`src/rtl/ctrl_pkg.sv`:
```
`default_nettype none
// ============================================================================
// Module   : ctrl_pkg
// Purpose  : Shared definitions for the 16-bit RISC control unit: opcode
//            numbering (matches the ALU), sequencer state encoding,
//            instruction field positions and opcode class masks.
// Ports    : none (package)
// Revision : 1.0 - initial release
// ============================================================================
package ctrl_pkg;

  // Opcode numbering shared with the ALU
  localparam logic [3:0] OP_ADD   = 4'd0;
  localparam logic [3:0] OP_SUB   = 4'd1;
  localparam logic [3:0] OP_OR    = 4'd2;
  localparam logic [3:0] OP_AND   = 4'd3;
  localparam logic [3:0] OP_XOR   = 4'd4;
  localparam logic [3:0] OP_NOT   = 4'd5;
  localparam logic [3:0] OP_RDMEM = 4'd6;
  localparam logic [3:0] OP_WRMEM = 4'd7;
  localparam logic [3:0] OP_LOAD  = 4'd8;
  localparam logic [3:0] OP_CMP   = 4'd9;
  localparam logic [3:0] OP_SHL   = 4'd10;
  localparam logic [3:0] OP_SHR   = 4'd11;
  localparam logic [3:0] OP_JMPA  = 4'd12;
  localparam logic [3:0] OP_JMPR  = 4'd13;

  typedef enum logic [2:0] {
    ST_FETCH     = 3'd0,
    ST_DECODE    = 3'd1,
    ST_REGREAD   = 3'd2,
    ST_EXECUTE   = 3'd3,
    ST_MEM       = 3'd4,
    ST_WRITEBACK = 3'd5
  } state_t;

  // Instruction field bit positions
  localparam int OPC_MSB   = 15;
  localparam int OPC_LSB   = 12;
  localparam int ALUOP_MSB = 15;
  localparam int ALUOP_LSB = 11;
  localparam int RD_MSB    = 10;
  localparam int RD_LSB    = 8;
  localparam int RA_MSB    = 7;
  localparam int RA_LSB    = 5;
  localparam int RB_MSB    = 4;
  localparam int RB_LSB    = 2;
  localparam int IMM_MSB   = 7;
  localparam int IMM_LSB   = 0;

  // Opcode class masks, one bit per opcode value
  localparam logic [15:0] WB_MASK      = 16'h0F7F; // opcodes 0-6, 8-11
  localparam logic [15:0] BRANCH_MASK  = 16'h3000; // JMPA, JMPR
  localparam logic [15:0] MEM_MASK     = 16'h00C0; // Rdmem, Wrmem
  localparam logic [15:0] ILLEGAL_MASK = 16'hC000; // 14, 15

endpackage
`default_nettype wire

```
`src/rtl/control_unit_if.sv`:
```
`default_nettype none
// ============================================================================
// Module   : control_unit_if
// Purpose  : Handshake/bus bundle between the control unit and its
//            environment (instruction memory, data memory, ALU, regfile).
// Modports : master - control unit side (drives o_* signals)
//            slave  - environment side (drives i_* signals)
// Revision : 1.0 - initial release
// ============================================================================
interface control_unit_if;
  logic [15:0] i_instr;
  logic        i_fetch_ack;
  logic        i_mem_ack;
  logic        i_shldBranch;
  logic        o_fetch_req;
  logic        o_en_decode;
  logic        o_en_regread;
  logic        o_en_alu;
  logic        o_en_regwrite;
  logic [4:0]  o_aluop;
  logic [7:0]  o_imm;
  logic [2:0]  o_selD;
  logic [2:0]  o_selA;
  logic [2:0]  o_selB;
  logic        o_mem_req;
  logic        o_mem_we;
  logic        o_wb_sel;
  logic        o_pc_load;
  logic        o_illegal;
  logic        o_mem_err;

  modport master (
    input  i_instr, i_fetch_ack, i_mem_ack, i_shldBranch,
    output o_fetch_req, o_en_decode, o_en_regread, o_en_alu, o_en_regwrite,
           o_aluop, o_imm, o_selD, o_selA, o_selB, o_mem_req, o_mem_we,
           o_wb_sel, o_pc_load, o_illegal, o_mem_err
  );

  modport slave (
    output i_instr, i_fetch_ack, i_mem_ack, i_shldBranch,
    input  o_fetch_req, o_en_decode, o_en_regread, o_en_alu, o_en_regwrite,
           o_aluop, o_imm, o_selD, o_selA, o_selB, o_mem_req, o_mem_we,
           o_wb_sel, o_pc_load, o_illegal, o_mem_err
  );
endinterface
`default_nettype wire

```
`src/rtl/instr_decoder.sv`:
```
`default_nettype none
// ============================================================================
// Module   : instr_decoder
// Purpose  : Combinational field extraction and opcode classification.
// Ports    : instr      - 16-bit instruction word
//            aluop/imm/sel_d/sel_a/sel_b - extracted fields
//            is_mem, is_write, is_branch, writes_reg, illegal - class flags
// Revision : 1.0 - initial release
// ============================================================================
module instr_decoder
  import ctrl_pkg::*;
(
  input  logic [15:0] instr,
  output logic [4:0]  aluop,
  output logic [7:0]  imm,
  output logic [2:0]  sel_d,
  output logic [2:0]  sel_a,
  output logic [2:0]  sel_b,
  output logic        is_mem,
  output logic        is_write,
  output logic        is_branch,
  output logic        writes_reg,
  output logic        illegal
);
  logic [3:0] opcode;

  assign opcode     = instr[OPC_MSB:OPC_LSB];
  assign aluop      = instr[ALUOP_MSB:ALUOP_LSB];
  assign imm        = instr[IMM_MSB:IMM_LSB];
  assign sel_d      = instr[RD_MSB:RD_LSB];
  assign sel_a      = instr[RA_MSB:RA_LSB];
  assign sel_b      = instr[RB_MSB:RB_LSB];
  assign is_mem     = MEM_MASK[opcode];
  assign is_write   = (opcode == OP_WRMEM);
  assign is_branch  = BRANCH_MASK[opcode];
  assign writes_reg = WB_MASK[opcode];
  assign illegal    = ILLEGAL_MASK[opcode];
endmodule
`default_nettype wire

```
`src/rtl/control_unit.sv`:
```
`default_nettype none
// ============================================================================
// Module   : control_unit
// Purpose  : Multi-cycle sequencer for the 16-bit RISC core. Walks one
//            instruction at a time through FETCH, DECODE, REGREAD, EXECUTE,
//            optional MEM and WRITEBACK, driving registered stage enables.
// Ports    : i_clk   - clock, rising edge
//            i_rst_n - asynchronous active-low reset
//            bus     - control_unit_if.master (fetch/mem handshakes, ALU
//                      controls, register selects, status strobes)
// Revision : 1.0 - initial release
// ============================================================================
module control_unit
  import ctrl_pkg::*;
#(
  parameter int unsigned MEM_TIMEOUT = 15
) (
  input  logic           i_clk,
  input  logic           i_rst_n,
  control_unit_if.master bus
);
  localparam logic [7:0] CNT_LAST = 8'(MEM_TIMEOUT - 1);

  state_t      state, next_state;
  logic [15:0] instr_q;
  logic [7:0]  mem_cnt;
  logic        timeout;

  logic [15:0] cur_instr;
  logic [4:0]  d_aluop;
  logic [7:0]  d_imm;
  logic [2:0]  d_sel_d, d_sel_a, d_sel_b;
  logic        d_is_mem, d_is_write, d_is_branch, d_writes_reg, d_illegal;

  logic        fetch_req, en_decode, en_regread, en_alu, en_regwrite;
  logic [4:0]  aluop;
  logic [7:0]  imm;
  logic [2:0]  sel_d, sel_a, sel_b;
  logic        mem_req, mem_we, wb_sel, pc_load, illegal, mem_err;

  // In FETCH the decoder looks at the incoming word so fields and the
  // illegal strobe can be registered on the ack edge; afterwards it
  // classifies the latched word.
  assign cur_instr = (state == ST_FETCH) ? bus.i_instr : instr_q;

  instr_decoder u_dec (
    .instr      (cur_instr),
    .aluop      (d_aluop),
    .imm        (d_imm),
    .sel_d      (d_sel_d),
    .sel_a      (d_sel_a),
    .sel_b      (d_sel_b),
    .is_mem     (d_is_mem),
    .is_write   (d_is_write),
    .is_branch  (d_is_branch),
    .writes_reg (d_writes_reg),
    .illegal    (d_illegal)
  );

  always_comb begin
    next_state = state;
    timeout    = 1'b0;
    case (state)
      ST_FETCH:     if (bus.i_fetch_ack) next_state = ST_DECODE;
      ST_DECODE:    next_state = d_illegal ? ST_FETCH : ST_REGREAD;
      ST_REGREAD:   next_state = ST_EXECUTE;
      ST_EXECUTE:   next_state = d_is_mem ? ST_MEM : ST_WRITEBACK;
      ST_MEM: begin
        // An ack on the final counted cycle wins over the timeout
        if (bus.i_mem_ack) begin
          next_state = ST_WRITEBACK;
        end else if (mem_cnt == CNT_LAST) begin
          next_state = ST_FETCH;
          timeout    = 1'b1;
        end
      end
      ST_WRITEBACK: next_state = ST_FETCH;
      default:      next_state = ST_FETCH;
    endcase
  end

  always_ff @(posedge i_clk or negedge i_rst_n) begin
    if (!i_rst_n) begin
      state       <= ST_FETCH;
      instr_q     <= '0;
      mem_cnt     <= '0;
      fetch_req   <= 1'b0;
      en_decode   <= 1'b0;
      en_regread  <= 1'b0;
      en_alu      <= 1'b0;
      en_regwrite <= 1'b0;
      aluop       <= '0;
      imm         <= '0;
      sel_d       <= '0;
      sel_a       <= '0;
      sel_b       <= '0;
      mem_req     <= 1'b0;
      mem_we      <= 1'b0;
      wb_sel      <= 1'b0;
      pc_load     <= 1'b0;
      illegal     <= 1'b0;
      mem_err     <= 1'b0;
    end else begin
      state       <= next_state;
      mem_cnt     <= (state == ST_MEM && next_state == ST_MEM) ? mem_cnt + 8'd1 : 8'd0;
      fetch_req   <= (next_state == ST_FETCH);
      en_decode   <= (next_state == ST_DECODE);
      en_regread  <= (next_state == ST_REGREAD);
      en_alu      <= (next_state == ST_EXECUTE);
      mem_req     <= (next_state == ST_MEM);
      mem_we      <= (next_state == ST_MEM) && d_is_write;
      en_regwrite <= (next_state == ST_WRITEBACK) && d_writes_reg;
      wb_sel      <= (next_state == ST_WRITEBACK) && d_is_mem && !d_is_write;
      // Branch flag is only meaningful on the edge that ends EXECUTE
      pc_load     <= (state == ST_EXECUTE) && (next_state == ST_WRITEBACK) &&
                     d_is_branch && bus.i_shldBranch;
      illegal     <= (state == ST_FETCH) && (next_state == ST_DECODE) && d_illegal;
      mem_err     <= timeout;
      if (state == ST_FETCH && bus.i_fetch_ack) begin
        instr_q <= bus.i_instr;
        aluop   <= d_aluop;
        imm     <= d_imm;
        sel_d   <= d_sel_d;
        sel_a   <= d_sel_a;
        sel_b   <= d_sel_b;
      end
    end
  end

  assign bus.o_fetch_req   = fetch_req;
  assign bus.o_en_decode   = en_decode;
  assign bus.o_en_regread  = en_regread;
  assign bus.o_en_alu      = en_alu;
  assign bus.o_en_regwrite = en_regwrite;
  assign bus.o_aluop       = aluop;
  assign bus.o_imm         = imm;
  assign bus.o_selD        = sel_d;
  assign bus.o_selA        = sel_a;
  assign bus.o_selB        = sel_b;
  assign bus.o_mem_req     = mem_req;
  assign bus.o_mem_we      = mem_we;
  assign bus.o_wb_sel      = wb_sel;
  assign bus.o_pc_load     = pc_load;
  assign bus.o_illegal     = illegal;
  assign bus.o_mem_err     = mem_err;
endmodule
`default_nettype wire

```
`src/flat_wrapper.sv`:
```
// flat-port wrapper written by rule: the top's interface ports become plain ports
module control_unit_flat import ctrl_pkg::*;
#(
  parameter int unsigned MEM_TIMEOUT = 15
)
  (i_clk, i_rst_n, bus_i_instr, bus_i_fetch_ack, bus_i_mem_ack, bus_i_shldBranch, bus_o_fetch_req, bus_o_en_decode, bus_o_en_regread, bus_o_en_alu, bus_o_en_regwrite, bus_o_aluop, bus_o_imm, bus_o_selD, bus_o_selA, bus_o_selB, bus_o_mem_req, bus_o_mem_we, bus_o_wb_sel, bus_o_pc_load, bus_o_illegal, bus_o_mem_err);
  control_unit_if bus_i ();
  input  logic i_clk;
  input  logic i_rst_n;
  input wire logic [$bits(bus_i.i_instr)-1:0] bus_i_instr;
  input wire logic [$bits(bus_i.i_fetch_ack)-1:0] bus_i_fetch_ack;
  input wire logic [$bits(bus_i.i_mem_ack)-1:0] bus_i_mem_ack;
  input wire logic [$bits(bus_i.i_shldBranch)-1:0] bus_i_shldBranch;
  output wire logic [$bits(bus_i.o_fetch_req)-1:0] bus_o_fetch_req;
  output wire logic [$bits(bus_i.o_en_decode)-1:0] bus_o_en_decode;
  output wire logic [$bits(bus_i.o_en_regread)-1:0] bus_o_en_regread;
  output wire logic [$bits(bus_i.o_en_alu)-1:0] bus_o_en_alu;
  output wire logic [$bits(bus_i.o_en_regwrite)-1:0] bus_o_en_regwrite;
  output wire logic [$bits(bus_i.o_aluop)-1:0] bus_o_aluop;
  output wire logic [$bits(bus_i.o_imm)-1:0] bus_o_imm;
  output wire logic [$bits(bus_i.o_selD)-1:0] bus_o_selD;
  output wire logic [$bits(bus_i.o_selA)-1:0] bus_o_selA;
  output wire logic [$bits(bus_i.o_selB)-1:0] bus_o_selB;
  output wire logic [$bits(bus_i.o_mem_req)-1:0] bus_o_mem_req;
  output wire logic [$bits(bus_i.o_mem_we)-1:0] bus_o_mem_we;
  output wire logic [$bits(bus_i.o_wb_sel)-1:0] bus_o_wb_sel;
  output wire logic [$bits(bus_i.o_pc_load)-1:0] bus_o_pc_load;
  output wire logic [$bits(bus_i.o_illegal)-1:0] bus_o_illegal;
  output wire logic [$bits(bus_i.o_mem_err)-1:0] bus_o_mem_err;
  assign bus_i.i_instr = bus_i_instr;
  assign bus_i.i_fetch_ack = bus_i_fetch_ack;
  assign bus_i.i_mem_ack = bus_i_mem_ack;
  assign bus_i.i_shldBranch = bus_i_shldBranch;
  assign bus_o_fetch_req = bus_i.o_fetch_req;
  assign bus_o_en_decode = bus_i.o_en_decode;
  assign bus_o_en_regread = bus_i.o_en_regread;
  assign bus_o_en_alu = bus_i.o_en_alu;
  assign bus_o_en_regwrite = bus_i.o_en_regwrite;
  assign bus_o_aluop = bus_i.o_aluop;
  assign bus_o_imm = bus_i.o_imm;
  assign bus_o_selD = bus_i.o_selD;
  assign bus_o_selA = bus_i.o_selA;
  assign bus_o_selB = bus_i.o_selB;
  assign bus_o_mem_req = bus_i.o_mem_req;
  assign bus_o_mem_we = bus_i.o_mem_we;
  assign bus_o_wb_sel = bus_i.o_wb_sel;
  assign bus_o_pc_load = bus_i.o_pc_load;
  assign bus_o_illegal = bus_i.o_illegal;
  assign bus_o_mem_err = bus_i.o_mem_err;
  control_unit #(.MEM_TIMEOUT(MEM_TIMEOUT)) u_core (.i_clk(i_clk), .i_rst_n(i_rst_n), .bus(bus_i));
endmodule
```
`config.mk`:
```
export PLATFORM = sky130hd
export DESIGN_NAME = control_unit_flat
export DESIGN_NICKNAME = d
export VERILOG_FILES = /design/src/rtl/ctrl_pkg.sv /design/src/rtl/control_unit_if.sv /design/src/rtl/instr_decoder.sv /design/src/rtl/control_unit.sv /design/src/flat_wrapper.sv
export SDC_FILE = /design/constraint.sdc
export NUM_CORES = 1
export LEC_CHECK = 0
export CAP_MARGIN = 40
export CORE_MARGIN = 2
export CORE_UTILIZATION = 41
export CTS_CLUSTER_SIZE = 10
export DETAILED_ROUTE_END_ITERATION = 10
export GPL_ROUTABILITY_DRIVEN = 0
export PLACE_DENSITY = 0.74
export RECOVER_POWER = 50
export SYNTH_ARGS = -nofsm -noshare
export SYNTH_HDL_FRONTEND = slang
export SYNTH_SLANG_ARGS = --single-unit
export TNS_END_PERCENT = 1
```
`constraint.sdc`:
```
create_clock -name i_clk -period 1.6 [get_ports i_clk]
set_input_delay 0.16 -clock i_clk [delete_from_list [all_inputs] [get_ports i_clk]]
set_output_delay 0.16 -clock i_clk [all_outputs]
set_load 0.05 [all_outputs]
```
==> impl_metrics.yaml, run 1 <==
cts:
  htreeDepth: 2
  cts_root_buffer: "clkbuf_8"
  cts_made_buffers: 5
  post_cts_buffers: 0
  clkLatencyLatePin_ps: 290
  clk_pin_slew_ps: 80
  clock_sinks: 42
  clk_path_buf_depth: 2
  cts_tree: "yes"
logic_synthesis:
  synth_edf_count: 0
  seq_area_frac_synth_pct: 57.4
  synth_area_um2: 1830
  synth-seq-cells: 42
  syn_avg_cell_area_um2: 10.2
  synth_cell_types: 36
  synth-main-ff-cell: "dfrtp_1"
  syn_nets: 203
  syn_inst: 180
  yosys_warnings: 0
  async_flop_share_pct: 100
sta:
  drv_slew: 0
  finalSetupViolCount: 0
  skew_ps: 8.77
  period_needed_ps: 1560
  rsz0062_at_grt: "yes"
  finalCritPeriodShare_pct: 97.3
  max_freq_mhz: 642
  worst_slew_pin_slew_ps: 418
  hold_violations: 0
  relSlewSlack_pct: 72.1
place:
  dp.final_hpwl_um: 2670
  post_dp_cell_area_um2: 2360
  io_buffer_count: 53
global_route:
  grt_pass1_vias: 1467
  grt_use_total_pct: 16.2
  globalRouteMet3Util_pct: 6.41
  grt_overflow: 0
  grt_pass1_wl_um: 6440
  antenna_found_initial: 0
  grt-busiest-layer: "met2"
  grt_max_degree: 42
  grt.met2_usage_pct: 26.7
  grt_use_met1_pct: 19.7
setup_path:
  path_buf_inv: 0
  r2r-start: "u_core.state[0]$_DFF_PN0_"
  startpoint_type: "flip-flop"
  cp-end-kind: "flip-flop"
  r2r_cells: 4
  r2r_slack_ps: 40
  worstSetupPathType: "reg2reg"
  crit_cells: 4
  crit_family: "simple AND/OR/NAND/NOR gates"
  cpPeakStageDelay_ps: 430
  cp.arrival_ps: 1780
  worstPathCellList: "or3b_4 > a41o_1 > nand2b_4 > nor2_4"
  crit_required_ps: 1830
  critPathSlowestCell: "dfrtp_1"
  cp_max_fo: 8
  startpoint: "u_core.state[0]$_DFF_PN0_"
  r2r-end: "u_core.mem_cnt[7]$_DFF_PN0_"
  endpoint: "u_core.mem_cnt[7]$_DFF_PN0_"
status:
  run_status: "complete, no violations"
worst_hold_path:
  hold_class: "in2async"
final_layout:
  n_antenna_cell: 0
  fin_area_um2: 2490
  drive_gt1_share_pct: 28.8
  fin_nets: 265
  syn_to_final_growth_pct: 36.2
  final_util_pct: 57.6
detailed_routing:
  wl_um: 3650
  via_per_inst: 4.76
  antenna_left: 0
  drt_iter0_drc: 59
  dr.pass1.iters: 4
  vias: 1405
  wl_per_cell_um: 12.4
  drcViolationCount: 0
floorplan:
  die_w_um: 70.8
  start_util_pct: 42.3
  die_height_um: 70.8
  rows: 24
  core-area_um2: 4320
  io_pins: 54
  die-area_um2: 5020
job:
  maxCapViolCount: 0
power_and_ir_drop:
  total_power_mw: 5.15
  irDropWorstVdd_v: 0.00112
  power.density_nw_per_um2: 2060
  power.leakage_nw: 1.25
## cell families after synthesis
| family | after synthesis | synth area share (%) |
|---|---|---|
| simple gates | 100 | 27.5 |
| mux | 2 | 1.16 |
| fa+ha+maj | 2 | 1.37 |
| xor+xnor | 6 | 2.87 |
| flops | 42 | 57.4 |
| buf+inv | 17 | 5.60 |
| compound gates | 11 | 4.10 |
## worst register-to-register path: cells and delay by family, from the launching register on
kind | cells | cell delay (ps)
DFF | 1 | 430
and+or+nand+nor | 3 | 800
AOI/OAI and AO/OA | 1 | 260
## synth_stat cells (2+ instances only)
cell	number	share of area, %
dfrtp_1	42	57
a21oi_1	4	1.1
nand3b_1	4	1.6
ha_1	2	1.4
nor2_4	6	3.7
buf_6	2	1.2
nand2_1	61	13
xor2_1	5	2.4
nor2_2	2	0.68
inv_1	4	0.82
o21ai_0	2	0.55
buf_4	6	2.5
nand3_1	3	0.82
clkbuf_1	3	0.62
nand2b_1	2	0.68
nor4_1	2	0.68
nand4_1	4	1.4
nor2_1	8	1.6
## per-layer routing
layer  wire (um)  share of wire, %
met5           0                 0
met4          51               1.4
met3         293               8.0
met2        1720                47
met1        1590                43
## cell type report
class,instances,area [um^2]
Clock inverter,2,37.5
Tap cell,52,65.1
Sequential cell,42,1050
Clock buffer,6,72.6
Fill cell,392,1830
Inverter,5,20.0
Multi-Input combinational cell,121,683
Timing Repair Buffer,67,562
## sequential cells by signal (all words and copies together), names as in the netlist, 2 cells and up
signal,cells
u_core.bus.o_aluop,5
u_core.bus.o_selA,2
u_core.bus.o_selD,3
u_core.bus.o_selB,2
u_core.mem_cnt,8
u_core.instr_q,4
u_core.state,3
u_core.bus.o_imm,4
## repair_timing
item | 4_1_cts | 5_1_grt
resized for setup | 0 | 3
hold buffers | 1 | 0
endpoints found under the setup margin | 0 | 11
hold endpoints to repair | 42 | 0
## cell usage in the layout, fill, tap and decap left out, types with 3 or more instances in the layout
cell,n
nand3b_1,4
nand2_1,61
nand4_1,4
nand3_1,3
nor2_1,8
clkbuf_8,5
inv_1,4
nor2_4,6
a21oi_1,4
xor2_1,5
clkdlybuf4s50_1,19
dfrtp_1,41
buf_4,45
## power breakdown
group | switching [mW] | leakage (nW) | internal [mW] | total, mW
logic | 1.83 | 0.650 | 0.847 | 2.67
clock network | 0.363 | 0.0514 | 0.466 | 0.828
registers | 0.234 | 0.546 | 1.41 | 1.64
total | 2.43 | 1.25 | 2.72 | 5.15
## worst min path at each step
stage	from	to	slack [ps]
floorplan	i_rst_n	u_core.bus.o_aluop[0]$_DFFE_PN0P_	-140
global placement	i_rst_n	u_core.bus.o_imm[0]$_DFFE_PN0P_	-40
detailed placement	i_rst_n	u_core.bus.o_imm[0]$_DFFE_PN0P_	-40
CTS	i_rst_n	u_core.bus.o_imm[0]$_DFFE_PN0P_	180
global route	i_rst_n	u_core.bus.o_imm[0]$_DFFE_PN0P_	210
finish	i_rst_n	u_core.bus.o_imm[0]$_DFFE_PN0P_	200
## metrics by stage
step | hold WS (ps) | setup TNS, ps | cells | setup slack, ps
global route | 209 | -85.3 | 295 | -19.4
floorplan | -136 | 0 | 180 | 55.9
CTS | 179 | 0 | 295 | 10.8
detailed placement | -40.0 | 0 | 286 | 17.4
global placement | -41.4 | 0 | 286 | 70.0
finish | 199 | 0 | 295 | 43.0
Power figures use the tool's default switching activity.
==> run 2, diff against run 1 <==
Settings changed: SKIP_CTS_REPAIR_TIMING set to 1, SLEW_MARGIN set to 20.
==> results of run 2 <==
The final DEF is identical to that of run 1; final timing and power are the same.
Among the figures that moved: wire length of the first global-routing pass 6440 um -> 6410 um; via count of the first global-routing pass 1467 -> 1455; met2 usage 26.7% -> 26.5%
